`config.mk`:
```
export PLATFORM = sky130hd
export DESIGN_NAME = ps2_host_tx
export DESIGN_NICKNAME = d
export VERILOG_FILES = /design/src/rtl/ps2_host_tx.sv
export SDC_FILE = /design/constraint.sdc
export NUM_CORES = 1
export LEC_CHECK = 0
export BUFFER_PORTS_ARGS = -buffer_cell sky130_fd_sc_hd__buf_2
export CORE_MARGIN = 8
export CORE_UTILIZATION = 60
export DETAILED_ROUTE_END_ITERATION = 6
export PLACE_DENSITY = 0.82
export SLEW_MARGIN = 0
export SYNTH_ARGS = -nofsm -noshare
export SYNTH_HDL_FRONTEND = slang
export SYNTH_SLANG_ARGS = --single-unit
```
`constraint.sdc`:
```
create_clock -name clk -period 4.8 [get_ports clk]
set_input_delay 0.72 -clock clk [delete_from_list [all_inputs] [get_ports clk]]
set_output_delay 0.72 -clock clk [all_outputs]
set_load 0.02 [all_outputs]
```
`src/rtl/ps2_host_tx.sv`:
```
// ps2_host_tx
// PS/2 host-to-device transmitter. Sends one command byte to a keyboard
// using the clock-inhibit / request-to-send handshake. The byte goes out
// LSB first, followed by an odd parity bit and a stop bit, and then the
// device ACK is checked. The PS/2 lines are open-drain. This block only
// drives active-high pull-low enables. The existing keyboard receiver
// shares the lines and must ignore traffic while busy=1.
//
// Optional feature (compile-time macro PS2_TX_RETRY_EN):
//   defined   - a NACK or timeout restarts the transfer from INHIBIT with
//               the same byte. Up to 2 retries are made, so tx_err pulses
//               only after the third failure.
//   undefined - the first failure reports tx_err.
//
// Ports:
//   clk          system clock
//   rstn         synchronous active-low reset
//   PS2_clk      PS/2 clock line level (asynchronous)
//   PS2_data     PS/2 data line level (asynchronous)
//   ps2_clk_oe   1 = pull PS/2 clock low
//   ps2_data_oe  1 = pull PS/2 data low
//   tx_data      byte to send
//   tx_valid     send request, accepted while tx_ready=1
//   tx_ready     1 only in IDLE
//   busy         1 in every state except IDLE
//   tx_done      one-cycle pulse: byte acknowledged by the device
//   tx_err       one-cycle pulse: NACK or timeout
module ps2_host_tx #(
   parameter int INHIBIT_CYCLES = 10000,
   parameter int TIMEOUT_CYCLES = 2000000
) (
   input  logic       clk,
   input  logic       rstn,
   input  logic       PS2_clk,
   input  logic       PS2_data,
   output logic       ps2_clk_oe,
   output logic       ps2_data_oe,
   input  logic [7:0] tx_data,
   input  logic       tx_valid,
   output logic       tx_ready,
   output logic       busy,
   output logic       tx_done,
   output logic       tx_err
);

   localparam int ICW = $clog2(INHIBIT_CYCLES + 1);
   localparam int TCW = $clog2(TIMEOUT_CYCLES + 1);

   // The start bit is pulled one cycle before the clock is released.
   // Both lines are therefore low together for the last inhibit cycle.
   localparam logic [ICW-1:0] INH_PRE  = ICW'(INHIBIT_CYCLES - 2);
   localparam logic [ICW-1:0] INH_LAST = ICW'(INHIBIT_CYCLES - 1);
   localparam logic [TCW-1:0] TO_LAST  = TCW'(TIMEOUT_CYCLES - 1);

   typedef enum logic [2:0] {
      IDLE,
      INHIBIT,
      RTS,
      SHIFT,
      ACK,
      WAIT_IDLE,
      DONE,
      ERR
   } state_t;

   state_t         state;
   logic [2:0]     clk_sync;
   logic [1:0]     data_sync;
   logic [ICW-1:0] inh_cnt;
   logic [TCW-1:0] to_cnt;
   logic [3:0]     edge_n;
   logic [3:0]     edge_next;
   logic [7:0]     shreg;
   logic           parity;
   logic           fall;
   logic           clk_s;
   logic           data_s;
   logic           timing;
   logic           fail_now;
`ifdef PS2_TX_RETRY_EN
   logic [7:0]     tx_byte;
   logic [1:0]     retry_cnt;
`endif

   // Bring both line levels into the clk domain. The sync flops reset to 1,
   // which is the idle line level, so no false falling edge appears after reset.
   always_ff @(posedge clk) begin
      if (!rstn) begin
         clk_sync  <= 3'b111;
         data_sync <= 2'b11;
      end else begin
         clk_sync  <= {clk_sync[1:0], PS2_clk};
         data_sync <= {data_sync[0], PS2_data};
      end
   end

   assign fall      = clk_sync[2] & ~clk_sync[1];
   assign clk_s     = clk_sync[1];
   assign data_s    = data_sync[1];
   assign edge_next = edge_n + 4'd1;

   // The timeout window covers everything from clock release to the end
   // of the ACK. A failure is either a timeout or a high data line on the
   // ACK edge. A timeout wins over a fall that happens in the same cycle.
   always_comb begin
      timing = 1'b0;
      case (state)
         RTS, SHIFT, ACK, WAIT_IDLE: timing = 1'b1;
         default:                    timing = 1'b0;
      endcase
   end

   assign fail_now = timing & ((to_cnt == TO_LAST) | ((state == ACK) & fall & data_s));

   // Main transfer sequencer. All outputs are registered, so any line
   // change takes effect on the cycle after the edge that caused it.
   always_ff @(posedge clk) begin
      if (!rstn) begin
         state       <= IDLE;
         ps2_clk_oe  <= 1'b0;
         ps2_data_oe <= 1'b0;
         tx_ready    <= 1'b1;
         busy        <= 1'b0;
         tx_done     <= 1'b0;
         tx_err      <= 1'b0;
         inh_cnt     <= '0;
         to_cnt      <= '0;
         edge_n      <= '0;
         shreg       <= '0;
         parity      <= 1'b0;
`ifdef PS2_TX_RETRY_EN
         tx_byte     <= '0;
         retry_cnt   <= '0;
`endif
      end else begin
         tx_done <= 1'b0;
         tx_err  <= 1'b0;
         if (timing) begin
            to_cnt <= to_cnt + 1'b1;
         end
         if (fail_now) begin
`ifdef PS2_TX_RETRY_EN
            if (retry_cnt != 2'd2) begin
               retry_cnt   <= retry_cnt + 2'd1;
               shreg       <= tx_byte;
               inh_cnt     <= '0;
               edge_n      <= '0;
               ps2_clk_oe  <= 1'b1;
               ps2_data_oe <= 1'b0;
               state       <= INHIBIT;
            end else begin
               ps2_clk_oe  <= 1'b0;
               ps2_data_oe <= 1'b0;
               tx_err      <= 1'b1;
               state       <= ERR;
            end
`else
            ps2_clk_oe  <= 1'b0;
            ps2_data_oe <= 1'b0;
            tx_err      <= 1'b1;
            state       <= ERR;
`endif
         end else begin
            case (state)
               IDLE: begin
                  if (tx_valid) begin
                     shreg      <= tx_data;
                     parity     <= ~^tx_data;
                     inh_cnt    <= '0;
                     edge_n     <= '0;
                     ps2_clk_oe <= 1'b1;
                     tx_ready   <= 1'b0;
                     busy       <= 1'b1;
                     state      <= INHIBIT;
`ifdef PS2_TX_RETRY_EN
                     tx_byte    <= tx_data;
                     retry_cnt  <= '0;
`endif
                  end
               end
               INHIBIT: begin
                  inh_cnt <= inh_cnt + 1'b1;
                  if (inh_cnt == INH_PRE) begin
                     ps2_data_oe <= 1'b1;
                  end
                  if (inh_cnt == INH_LAST) begin
                     ps2_clk_oe <= 1'b0;
                     to_cnt     <= '0;
                     edge_n     <= '0;
                     state      <= RTS;
                  end
               end
               RTS: begin
                  if (fall) begin
                     edge_n      <= edge_next;
                     ps2_data_oe <= ~shreg[0];
                     shreg       <= shreg >> 1;
                     state       <= SHIFT;
                  end
               end
               SHIFT: begin
                  if (fall) begin
                     edge_n <= edge_next;
                     if (edge_next <= 4'd8) begin
                        ps2_data_oe <= ~shreg[0];
                        shreg       <= shreg >> 1;
                     end else if (edge_next == 4'd9) begin
                        ps2_data_oe <= ~parity;
                     end else begin
                        ps2_data_oe <= 1'b0;
                        state       <= ACK;
                     end
                  end
               end
               ACK: begin
                  if (fall) begin
                     edge_n <= edge_next;
                     state  <= WAIT_IDLE;
                  end
               end
               WAIT_IDLE: begin
                  if (clk_s & data_s) begin
                     tx_done <= 1'b1;
                     state   <= DONE;
                  end
               end
               DONE, ERR: begin
                  tx_ready <= 1'b1;
                  busy     <= 1'b0;
                  state    <= IDLE;
               end
               default: begin
                  state <= IDLE;
               end
            endcase
         end
      end
   end

endmodule

```
======== After elaboration in Yosys (flattened, before gate mapping) ========
Cells that the tools add are included.
operators by class
  add/subtract/negate cells ............... 3
  order comparisons ....................... 1
  reductions and logical operators ........ 20
  equal/unequal tests ..................... 26
  muxes and demuxes ....................... 40
  bitwise logic cells ..................... 12
operators by type and width
  cell                   count
  $mux 21                4
  $mux 8                 4
  $eq 14x14->1 const B   2
  $pmux 14 s2            1
  $mux 3                 9
  $ne 3x3->1 const B     8
  $pmux 8 s3             1
  $add 21x1->21 const B  1
  $eq 21x21->1 const B   1
  $pmux 3 s7             1
  $add 14x1->14 const B  1
  $mux 14                1
  $eq 3x3->1 const B     4
  $mux 4                 3
  $ne 2x2->1 const B     6
  $pmux 4 s3             1
  $reduce_and 3->1       4
  $mux 1                 11
  $reduce_bool 3->1      3
  $reduce_and 8->1       1
  $reduce_xnor 8->1      1
  $eq 3x2->1 const B     2
  $not 1->1              6
  $pmux 1 s2             3
  16 further kinds       23
storage, ports and cells
  register bits ........................... 62
  word-level logic and storage cells ...... 116
  output and inout bits ................... 6
  bits of input ports ..................... 13

======== Longest topological paths before layout ========
Gate-level depths: netlist (run 1).
  word-level depth ........................ 8
  depth in mapped cells ................... 8

======== Worst setup path before layout (run 1) ========
No wires, ideal clock.
  path kind ............................... reg2reg
  start ................................... register edge_n[0]
  end ..................................... register shreg[0]
  required time ........................... 4709 ps
  cell stages (with the launch flop) ...... 8
  setup time .............................. 91 ps
  slack ................................... 2937 ps
  data arrival time ....................... 1772 ps
  cells stage by stage .................... dfxtp_1 -> ha_1 -> a32o_1 -> a221oi_1 -> o22a_1 -> nor2_2 -> buf_4 -> a311oi_1
between the ends
  longest elaborated chain between the ends .. 4
RTL lines
  item                        line  text
  start, declared             71    logic [3:0] edge_n;
  start signal, assigned      195   edge_n <= edge_next;
  start signal, assigned      203   edge_n <= edge_next;
  start signal, assigned      217   edge_n <= edge_next;
  $add 4x1->4                 100   assign edge_next = edge_n + 4'd1;
  $le 4x4->1                  204   if (edge_next <= 4'd8) begin
  $ne 2x2->1 (no line)        -
  $reduce_and 6->1 (no line)  -
  end signal, assigned        167   shreg <= tx_data;
  end signal, assigned        197   shreg <= shreg >> 1;
  end signal, assigned        206   shreg <= shreg >> 1;
  end, declared               73    logic [7:0] shreg;
Every way passes these cells.
A chain may end at the register's enable or synchronous reset.

======== Worst setup path after layout (run 1) ========
  start ................................... register state[2]
  end ..................................... register to_cnt[17]
between the ends
  longest elaborated chain between the ends .. 7
  elaborated cells between the ends (all ways) .. 15
  those cells by class .................... eq/ne (5); mux (5); bitwise (4); reduce/logical (1)
RTL lines
  item                                line      text
  start, declared                     66        state_t state;
  start signal, assigned              119       state <= IDLE;
  start signal, assigned              161       state <= ERR;
  start signal, assigned              174       state <= INHIBIT;
  $eq 3x3->1 (tied with other cells)  107, 113
  $reduce_or 4->1                     107       case (state)
  $mux 1                              107
  $mux 21                             138       if (timing) begin
  $mux 21                             186       if (inh_cnt == INH_LAST) begin
  $mux 21                             164       case (state)
  $mux 21 *                           141       if (fail_now) begin
  end signal, assigned                139       to_cnt <= to_cnt + 1'b1;
  end, declared                       70        logic [TCW-1:0] to_cnt;
Every way passes the cells marked *; elsewhere a longest branch is shown, timed or not.

==> results.md, run 1 <==
* Worst Path Required at 5.00 ns
* Layout overhead on the synthesized area at 12.2%
* Total power at 1.45 mW
* Global Route Usage Sum at 17.1%
* Setup TNS at 0 ns
* Cell breakdown of the critical path: xor2_2, nand4_2, nor3_2, nand3_1, xor2_1, nor2_1
* Total grt overflow at 0
* Clk buf depth at 2
* Vias in the first global route at 2285
* Cell variety after synth at 52
* Placed Cells at 437
* Starting DRT DRC Count at 251
* Max-slew violation count at 0
* Met3 wire length at 339 µm
* Mean routed wirelength per cell at 13.3 µm
* Static Leakage at 1.31 nW
* Worst Setup End Kind: register
* Final Skew at 0.00553 ns
* Setup violators final at 0
* First-pass GRT wire length at 10.3 mm
* Main synth FF type: dfxtp_1
* Worst vdd ir at 0.359 mV
* Number of synthesized flops with an enable pin at 0
* Worst min-delay path startpoint: clk_sync[0]
* Clock transition at path regs at 0.07 ns
* Reg2reg start: state[2]
* Mapped Avg Cell Area at 8.42 µm²
* WL met1 at 2.88 mm
* Fin crit share at 45.9%
* Cells after Synth at 363
* Row count at 26
* Syn Nets at 382
* ANT nets after route at 0
* Post-synthesis cell area at 3060 µm²
* Critical Path Start: state[2]
* Crit start category: register
* Largest net degree at the start of global routing at 22
* Met2 routed WL at 2.72 mm
* Area of the multi-input gates at 1720 µm²
* Die Ht at 87.4 µm
* CP peak stage delay at 0.71 ns
* Status: finished, final reports clean
* Post-DP HPWL at 4.25 mm
* Register area share after synthesis at 40.6%
* Max transition margin at 52.0%
* Initial Util at 61.0%
* Core Area at 5010 µm²
* Highest metal used: met4
* CTS Hold Bufs at 0
* CTS sink cnt at 62
* Die width at 87.4 µm
* Layout Nets at 397
* DP Area at 3170 µm²
* Layout cells sized above 1 at 11.0%
* Vias post-DR at 2531
* Max-cap violations at 0
* Ports at 19
* FF/Latch Area at 1240 µm²
* CP arrival at 2.40 ns
* Fillcell total at 424
* Yosys warning count at 0
* Vias per cell at 5.59
* WL final at 6.01 mm
* CTS tree: built
* DIE AREA at 7640 µm²
* FMAX at 454 MHz
* Post-Layout Cell Count at 453
* Clk_lat worst skew at 0.33 ns
* Clock root buffer: clkbuf_8
* Fin. Hold Viols at 0
* RSZ-0062 raised after global routing: false
* Htree depth at 3
* Max stage delay cell, worst path: dfxtp_1
* Hold WC Path Type: reg2reg
* Worst hold slack at 0.408 ns
* # DRC at 0
* Post-CTS Setup Repair Bufs at 0
* Worst-margin pin slew at 0.718 ns
* Port bufs at 18
* Post-synthesis async set-or-reset flop share at 0%
* Pwr Density at 422 nW/µm²
* Final worst path period need at 2.20 ns
* Most frequent cells in the layout: 62 x dfxtp_1, 56 x nor2_1, 39 x nand2_1
* Drt pass-1 iters at 4
* Gates resized, CTS repair at 0
* Crit Path Category: reg2reg
* Num CTS Buffers at 9
* Diodes inserted at 0
* Synth Register Bits at 62
* GPL Wtd Cong at 0.920
* Initial antenna violation count at 0
* Crit-path max FO at 16
* Most common cell after layout, fill and taps aside: dfxtp_1
* Fin area at 3430 µm²
## power by group
group | switching, mW | leakage [nW] | internal, mW
combinational | 0.169 | 0.684 | 0.106
sequential | 0.0468 | 0.504 | 0.558
clock | 0.196 | 0.122 | 0.373
## cell usage after synthesis, types with 2 or more instances
master,instances,area (µm²)
a21oi_1,12,60.1
a311oi_1,7,61.3
a31oi_1,3,18.8
a41o_1,2,20.0
and2_1,3,18.8
and3_1,9,56.3
and4_1,2,17.5
buf_2,4,20.0
clkbuf_1,9,33.8
dfxtp_1,62,1240
ha_1,6,75.1
inv_1,9,33.8
mux2i_1,3,30.0
nand2_1,39,146
nand2b_1,10,62.6
nand3_1,22,110
nand4_1,10,62.6
nand4b_1,2,17.5
nor2_1,56,210
nor2b_1,4,25.0
nor3_1,5,25.0
nor3_2,2,20.0
nor4_1,3,18.8
o211ai_1,3,22.5
o21a_1,2,15.0
o21ai_0,6,30.0
o21ai_1,4,20.0
o22a_1,3,26.3
xnor2_1,16,140
xor2_1,23,201
## final cells by class
class	count	share of cell area [%]
Sequential cell	62	36.2
Multi-Input combinational cell	278	50.2
Clock inverter	5	3.06
Clock buffer	11	4.41
Inverter	9	0.985
Tap cell	70	2.55
Timing Repair Buffer	18	2.63
## cells by family after synthesis
group	count (synthesis)	share of synthesized area [%]
fa+ha+maj	6	2.45
xor+xnor	40	11.7
buf+inv	23	3.11
mux	3	0.982
compound gates	52	12.2
flops	62	40.6
simple gates	177	29.0
## per-stage QoR
step | setup WS [ns] | util, %
after CTS | 2.63 | 68.5
after global placement | 2.67 | 63.4
after detailed placement | 2.64 | 63.4
after floorplan | 2.94 | -
final | 2.60 | 68.5
after global routing | 2.39 | 68.5
## flip-flops by register name, summed over array words and instances, names as in the netlist
name / cells
tx_ready: 1
tx_done: 1
tx_err: 1
busy: 1
edge_n: 4
to_cnt: 21
parity: 1
ps2_data_oe: 1
state: 3
shreg: 8
clk_sync: 3
data_sync: 2
ps2_clk_oe: 1
inh_cnt: 14
## metal layers
layer  global-route usage [%]  up-vias
met5                        0        -
met4                     5.78        0
met3                     6.70        5
met1                     21.2     1174
met2                     26.2       63
li1                         -     1289
## final timing paths
kind	slack [ns]	to	cells past startpoint
worst max-delay path	2.60	to_cnt[17]	6
worst min-delay path	0.41	clk_sync[1]	1
worst max register to register	2.60	to_cnt[17]	6
worst min register to register	0.41	clk_sync[1]	1
## critical path: cells and delay by family (launching register included)
kind | cells | cell delay [ns]
flip-flops | 1 | 0.71
XOR/XNOR | 2 | 0.56
AND/OR/NAND/NOR | 4 | 0.81
Power figures use the tool's default switching activity.
==> run 2: changes to the inputs <==
- CORE_UTILIZATION: 60 -> 54
- PLACE_DENSITY: 0.82 -> 0.78
- clock period: 4.8 -> 1.87 ns (I/O delays scaled with it)
==> run 2 against run 1 <==
Net effect: the run now ends with negative setup slack left; clock skew grew 0.0083 ns; clock-buffer cell count shrank 1; combinational power grew to 3.5 times the previous value; die area grew 9.0%; sequential cell count is the same; global-route usage grew 0.36 points; cell count grew 9.3%; first-iteration DRC count shrank 24%; worst hold slack lost 0.29 ns; sequential power grew to 2.5 times the previous value; critical endpoint is now state[1]; largest cell class unchanged; largest power group unchanged.
==> results.md, run 2 (synthesis results as in run 1) <==
* Worst reg2reg endpoint: state[1]
* Fin crit share at 101% (+55 points)
* Mean routed wirelength per cell at 14.7 µm (+11%)
* Row count at 27 (+3.8%)
* Worst reg-to-reg path cell count at 5 (-1)
* Max-cap violations at 0 (unchanged)
* Final Skew at 0.0138 ns (+0.00828 ns)
* Setup crit end: state[1]
* Die Ht at 91.3 µm (+4.4%)
* Diodes inserted at 0 (unchanged)
* Worst-margin pin slew at 0.433 ns (-0.285 ns)
* Max transition margin at 71.1% (+19 points)
* Most frequent cells in the layout: 59 x dfxtp_1, 55 x nor2_1, 39 x nand2_1
* Setup violators final at 1 (+1)
* Clock transition at path regs at 0.08 ns (about the same)
* Switching share of power at 32.9% (+4.4 points)
* Status: complete, but fails checks
* Biggest regs: to_cnt (21), inh_cnt (14), shreg (8)
* Clk_lat worst skew at 0.35 ns (+0.02 ns)
* Most common cell after layout, fill and taps aside: dfxtp_1
* Sequential Power Share at 41.7% (about the same)
* Max stage delay cell, worst path: or4b_4
* Htree depth at 3 (unchanged)
* First-pass GRT wire length at 12.0 mm (+16%)
* CP arrival at 2.12 ns (-0.28 ns)
* Die width at 91.3 µm (+4.4%)
* Max reg flops at 21 (unchanged)
* Clk buf depth at 2 (unchanged)
* CTS tree: built
* Max-slew violation count at 0 (unchanged)
* Worst Path Required at 2.11 ns (-2.89 ns)
* Clock Power Share at 31.8% (-7.5 points)
* Critical Path Start: inh_cnt[7]
* Final worst path period need at 1.88 ns (-0.321 ns)
* Clock root buffer: clkbuf_8
* Fin. Hold Viols at 0 (unchanged)
* DIE AREA at 8330 µm² (+9.0%)
* Cell breakdown of the critical path: or4b_4, nor3_4, o221a_4, o211ai_1, a31o_1
* Vias in the first global route at 2621 (+15%)
* Fin area at 3820 µm² (+11%)
* WL final at 7.26 mm (+21%)
* Layout overhead on the synthesized area at 24.9%
* CP peak stage delay at 0.56 ns (-0.15 ns)
* CTS sink cnt at 62 (unchanged)
* Worst vdd ir at 0.775 mV (+120%)
* Largest net degree at the start of global routing at 22 (unchanged)
* Vias post-DR at 2776 (+9.7%)
* Switch Pwr at 1.20 mW (+190%)
* # DRC at 0 (unchanged)
* Largest Register: to_cnt
* Static Leakage at 1.51 nW (+15%)
* Starting DRT DRC Count at 190 (-24%)
* Port bufs at 18 (unchanged)
* Vias per cell at 5.61 (+0.37%)
* Crit start category: register
* Global Route Usage Sum at 17.5% (+0.36 points)
* Drt pass-1 iters at 6 (+2)
* Hold WC Path Type: in2reg
* R2R Setup Slk at -0.01 ns (-2.61 ns)
* Core Area at 5470 µm² (+9.2%)
* Initial antenna violation count at 0 (unchanged)
* ANT nets after route at 0 (unchanged)
* Total grt overflow at 0 (unchanged)
* Logic pwr share at 26.5% (+7.5 points)
* Num CTS Buffers at 9 (unchanged)
* Crit Path Category: reg2reg
* DP Area at 3470 µm² (+9.5%)
* Post-DP HPWL at 4.95 mm (+16%)
* Initial Util at 55.9% (-5.2 points)
* Failing checks: negative setup slack
* Worst Setup End Kind: register
* Total power at 3.64 mW (+150%)
* Layout Nets at 437 (+10%)
* Pint at 2.45 mW (+140%)
* Crit-path max FO at 8 (-8)
* FMAX at 532 MHz (+17%)
* Reg2reg start: inh_cnt[7]
* Pwr Density at 954 nW/µm² (+130%)
* Ports at 19 (unchanged)
* Layout cells sized above 1 at 24.8% (+14 points)
* GPL Wtd Cong at 0.859 (-6.6%)
* Final worst setup slack at -0.00970 ns (-2.61 ns)
* RSZ-0062 raised after global routing: true
## run 2: power by group through the flow
stage / Sequential [mW] / Combinational, mW / Clock (mW)
after floorplan: 1.55 / 0.583 / 0
after global placement: 1.54 / 0.842 / 0
after detailed placement: 1.54 / 0.861 / 0
after CTS: 1.51 / 0.877 / 1.18
after global routing: 1.53 / 1.04 / 1.23
final: 1.52 / 0.964 / 1.16
## run 2: metal layers
layer  GRT usage, %  up-vias  share of wire (%)  routed length (µm)
li1               -     1374                  -                   -
met1           21.2     1313                 47                3410
met2           28.4       75                 47                3380
met3           4.69       14                4.6                 336
met4           7.64        0                1.8                 127
met5              0        -                  0                   0
## run 2: worst min-delay path by stage
stage | from | to | slack (ns) | cells past startpoint
2_1_floorplan | PS2_clk | clk_sync[0] | 0.38 | 1
3_5_place_dp | data_sync[0] | data_sync[1] | 0.40 | 1
3_3_place_gp | clk_sync[0] | clk_sync[1] | 0.39 | 1
6_report | PS2_data | data_sync[0] | 0.12 | 2
4_1_cts | PS2_data | data_sync[0] | 0.10 | 2
5_1_grt | PS2_data | data_sync[0] | 0.11 | 2
## run 2: repair_timing
item                       in CTS  in global routing
resized for setup               6                 29
setup buffers                   1                  0
setup endpoints to repair      10                 26
hold buffers                    0                  0
cloned                          0                  1
pin swaps                       2                  7
## run 2: final cells by class
class | instances | area [µm²]
multi-input combinational | 279 | 1860
fill | 423 | 1650
inverter | 9 | 33.8
clock buffer | 10 | 128
timing repair buffer | 57 | 395
tap | 72 | 90.1
sequential | 62 | 1250
clock inverter | 6 | 62.6
## run 2: per-stage QoR
stage          hold WS, ns  setup slack [ns]  std cells  TNS [ns]  util [%]
3_5_place_dp         0.395            -0.125        477     -1.00      63.5
5_1_grt              0.108           -0.0923        495    -0.515      69.8
2_1_floorplan        0.382           0.00668        363         0         -
6_report             0.115          -0.00970        495  -0.00970      69.8
3_3_place_gp         0.390          -0.00495        477  -0.00965      63.5
4_1_cts              0.103          0.000155        494         0      67.4
## run 2: worst max-delay path: cells and delay by family, from the launching register on
kind	cells	cell delay, ns
compound gates	3	0.66
flops	1	0.32
simple gates	2	0.80
==> run 3: changes to the inputs <==
- CORE_UTILIZATION: 54 -> 60
- GPL_TIMING_DRIVEN: unset -> 0
- PLACE_DENSITY: 0.78 -> 0.82
- clock period: 1.87 -> 1.9 ns (I/O delays scaled with it)
==> run 3 against run 2 <==
Net effect: the run still ends with negative setup slack left; worst hold slack better by 0.014 ns; routed wire length decreased by 1.2%; clock power shrank 4%; worst setup slack got worse by 0.045 ns; via count down 1.5%; critical path depth increased by 2; combinational power up 2.8%; critical endpoint is now edge_n[3]; core utilization up 4.4 points; sequential power about the same; sequential cell count did not move; clock-buffer cell count is 2 higher.
==> results.md, run 3 (synthesis results as in run 1) <==
* DIE AREA at 7640 µm² (-8.3%)
* Max-slew violation count at 0 (unchanged)
* Num CTS Buffers at 9 (unchanged)
* Biggest regs: to_cnt (21), inh_cnt (14), shreg (8)
* # DRC at 0 (unchanged)
* Clk buf depth at 2 (unchanged)
* Mean routed wirelength per cell at 15.0 µm (+2.3%)
* Static Leakage at 1.42 nW (-5.8%)
* Placed Cells at 451 (-5.5%)
* Vias in the first global route at 2558 (-2.4%)
* Initial antenna violation count at 0 (unchanged)
* Worst reg-to-reg path cell count at 7 (+2)
* Clk_lat worst skew at 0.34 ns (about the same)
* Most common cell after layout, fill and taps aside: nor2_1
* Worst hold slack at 0.129 ns (+0.0139 ns)
* Final Skew at 0.00720 ns (-0.00661 ns)
* CTS Hold Bufs at 0 (unchanged)
* Worst Setup End Kind: register
* WP depth at 7 (+2)
* Diodes inserted at 0 (unchanged)
* Max-cap violations at 0 (unchanged)
* CP top delay family: simple AND/OR/NAND/NOR gates
* DP Worst Slack at -0.246 ns (-0.121 ns)
* Fin crit share at 103% (+2.4 points)
* Max reg flops at 21 (unchanged)
* Drt pass-1 iters at 5 (-1)
* Crit start category: register
* Fin. Hold Viols at 0 (unchanged)
* Max transition margin at 62.5% (-8.6 points)
* Failing checks: negative setup slack
* Largest Register: to_cnt
* Reg2reg start: inh_cnt[12]
* Worst-margin pin slew at 0.563 ns (+0.130 ns)
* Most frequent cells in the layout: 54 x nor2_1, 52 x dfxtp_1, 38 x nand2_1
* Clock transition at path regs at 0.07 ns (about the same)
* Layout cells sized above 1 at 22.1% (-2.8 points)
* Final worst path period need at 1.96 ns (+0.0754 ns)
* Die Ht at 87.4 µm (-4.2%)
* Post-DP HPWL at 4.65 mm (-6.0%)
* Initial Util at 61.0% (+5.2 points)
* Die width at 87.4 µm (-4.2%)
* R2R Setup Slk at -0.06 ns (-0.05 ns)
* Layout Nets at 422 (-3.4%)
* Crit-path max FO at 7 (-1)
* Worst reg2reg endpoint: edge_n[3]
* Starting DRT DRC Count at 195 (+2.6%)
* First-pass GRT wire length at 11.5 mm (-4.4%)
* Core Area at 5010 µm² (-8.5%)
* Hold WC Path Type: in2reg
* Hold path depth at 2 (unchanged)
* Fillcell total at 363 (-14%)
* RSZ-0062 raised after global routing: true
* Setup crit end: edge_n[3]
* CTS tree: built
* Worst path bufs/invs at 1 (+1)
* Setup violators final at 2 (+1)
* CTS sink cnt at 62 (unchanged)
* Setup TNS at -0.0627 ns (-0.0530 ns)
* CP arrival at 2.18 ns (+0.06 ns)
* Vias per cell at 5.72 (+2.0%)
* ANT nets after route at 0 (unchanged)
* FMAX at 511 MHz (-3.9%)
* Ports at 19 (unchanged)
* Max stage delay cell, worst path: or4b_4
* Clock root buffer: clkbuf_8
* Global Route Usage Sum at 19.1% (+1.6 points)
* Post-Layout Cell Count at 478 (-3.4%)
* Port bufs at 18 (unchanged)
* Total grt overflow at 0 (unchanged)
* Status: complete, but fails checks
* Vias post-DR at 2733 (-1.5%)
* Htree depth at 3 (unchanged)
* Worst vdd ir at 0.846 mV (+9.1%)
* Crit Path Category: reg2reg
* GPL Wtd Cong at 0.906 (+5.5%)
* Final worst setup slack at -0.0551 ns (-0.0454 ns)
* Cell breakdown of the critical path: or4b_4, nor3_4, o221a_4, buf_12, nand2_2, o211ai_1, o21ai_1
* Pwr Density at 972 nW/µm² (+1.9%)
* Worst Path Required at 2.12 ns (about the same)
* WL final at 7.17 mm (-1.2%)
* Row count at 26 (-3.7%)
* Largest net degree at the start of global routing at 11 (-50%)
* Layout overhead on the synthesized area at 21.5%
* Total power at 3.61 mW (-0.85%)
* CP peak stage delay at 0.54 ns (-0.02 ns)
* Critical Path Start: inh_cnt[12]
run 3: cell types whose count changed in the layout (fill, tap and decap cells not counted), sizes merged:
cell | previous run | this run
nor2 | 58 | 57
clkinv | 5 | 2
buf | 57 | 33
clkbuf | 10 | 22
clkinvlp | 0 | 1
run 3: repair_timing:
| action | CTS | global route |
|---|---|---|
| endpoints found under the setup margin | 19 | 46 |
| endpoints found under the hold margin | 0 | 0 |
| gates resized for setup | 14 | 44 |
| pin swaps | 4 | 16 |
| gates cloned | 0 | 0 |
| buffers inserted | 2 | 10 |
run 3: area by class of cell:
type	count	area (µm²)	area share [%]
Buffer	13	70.1	1.89
Clock buffer	12	135	3.64
Clock inverter	4	47.5	1.28
Inverter	9	33.8	0.909
Multi-Input combinational cell	278	1890	50.7
Sequential cell	62	1260	34.0
Tap cell	70	87.6	2.36
Timing Repair Buffer	30	193	5.19
run 3: per-stage QoR:
step	area [µm²]	utilization, %
floorplan	3060	-
global placement	3240	64.6
detailed placement	3240	64.6
CTS	3490	69.7
global route	3720	74.2
finish	3720	74.2
run 3: routing by layer:
layer  track usage (%)  routed length (µm)  vias up
met5                 0                   0        -
met4              8.28                 163        0
met3              7.08                 402       16
met2              30.7                3460       68
met1              21.9                3140     1303
li1                  -                   -     1346
run 3: where the power goes:
group / internal (mW) / leakage [nW] / switching (mW)
clock: 0.603 / 0.0904 / 0.504
sequential: 1.41 / 0.510 / 0.102
combinational: 0.422 / 0.818 / 0.569
run 3: worst min path at each step:
stage | start | end
finish | PS2_clk | clk_sync[0]
floorplan | clk_sync[0] | clk_sync[1]
CTS | PS2_clk | clk_sync[0]
detailed placement | clk_sync[0] | clk_sync[1]
global route | PS2_data | data_sync[0]
global placement | data_sync[0] | data_sync[1]
run 3: worst reg2reg max path, delay by kind of cell, from the launching register on:
family / cells / cell delay, ns
flops: 1 / 0.33
simple gates: 3 / 0.81
buf+inv: 1 / 0.12
compound gates: 3 / 0.58
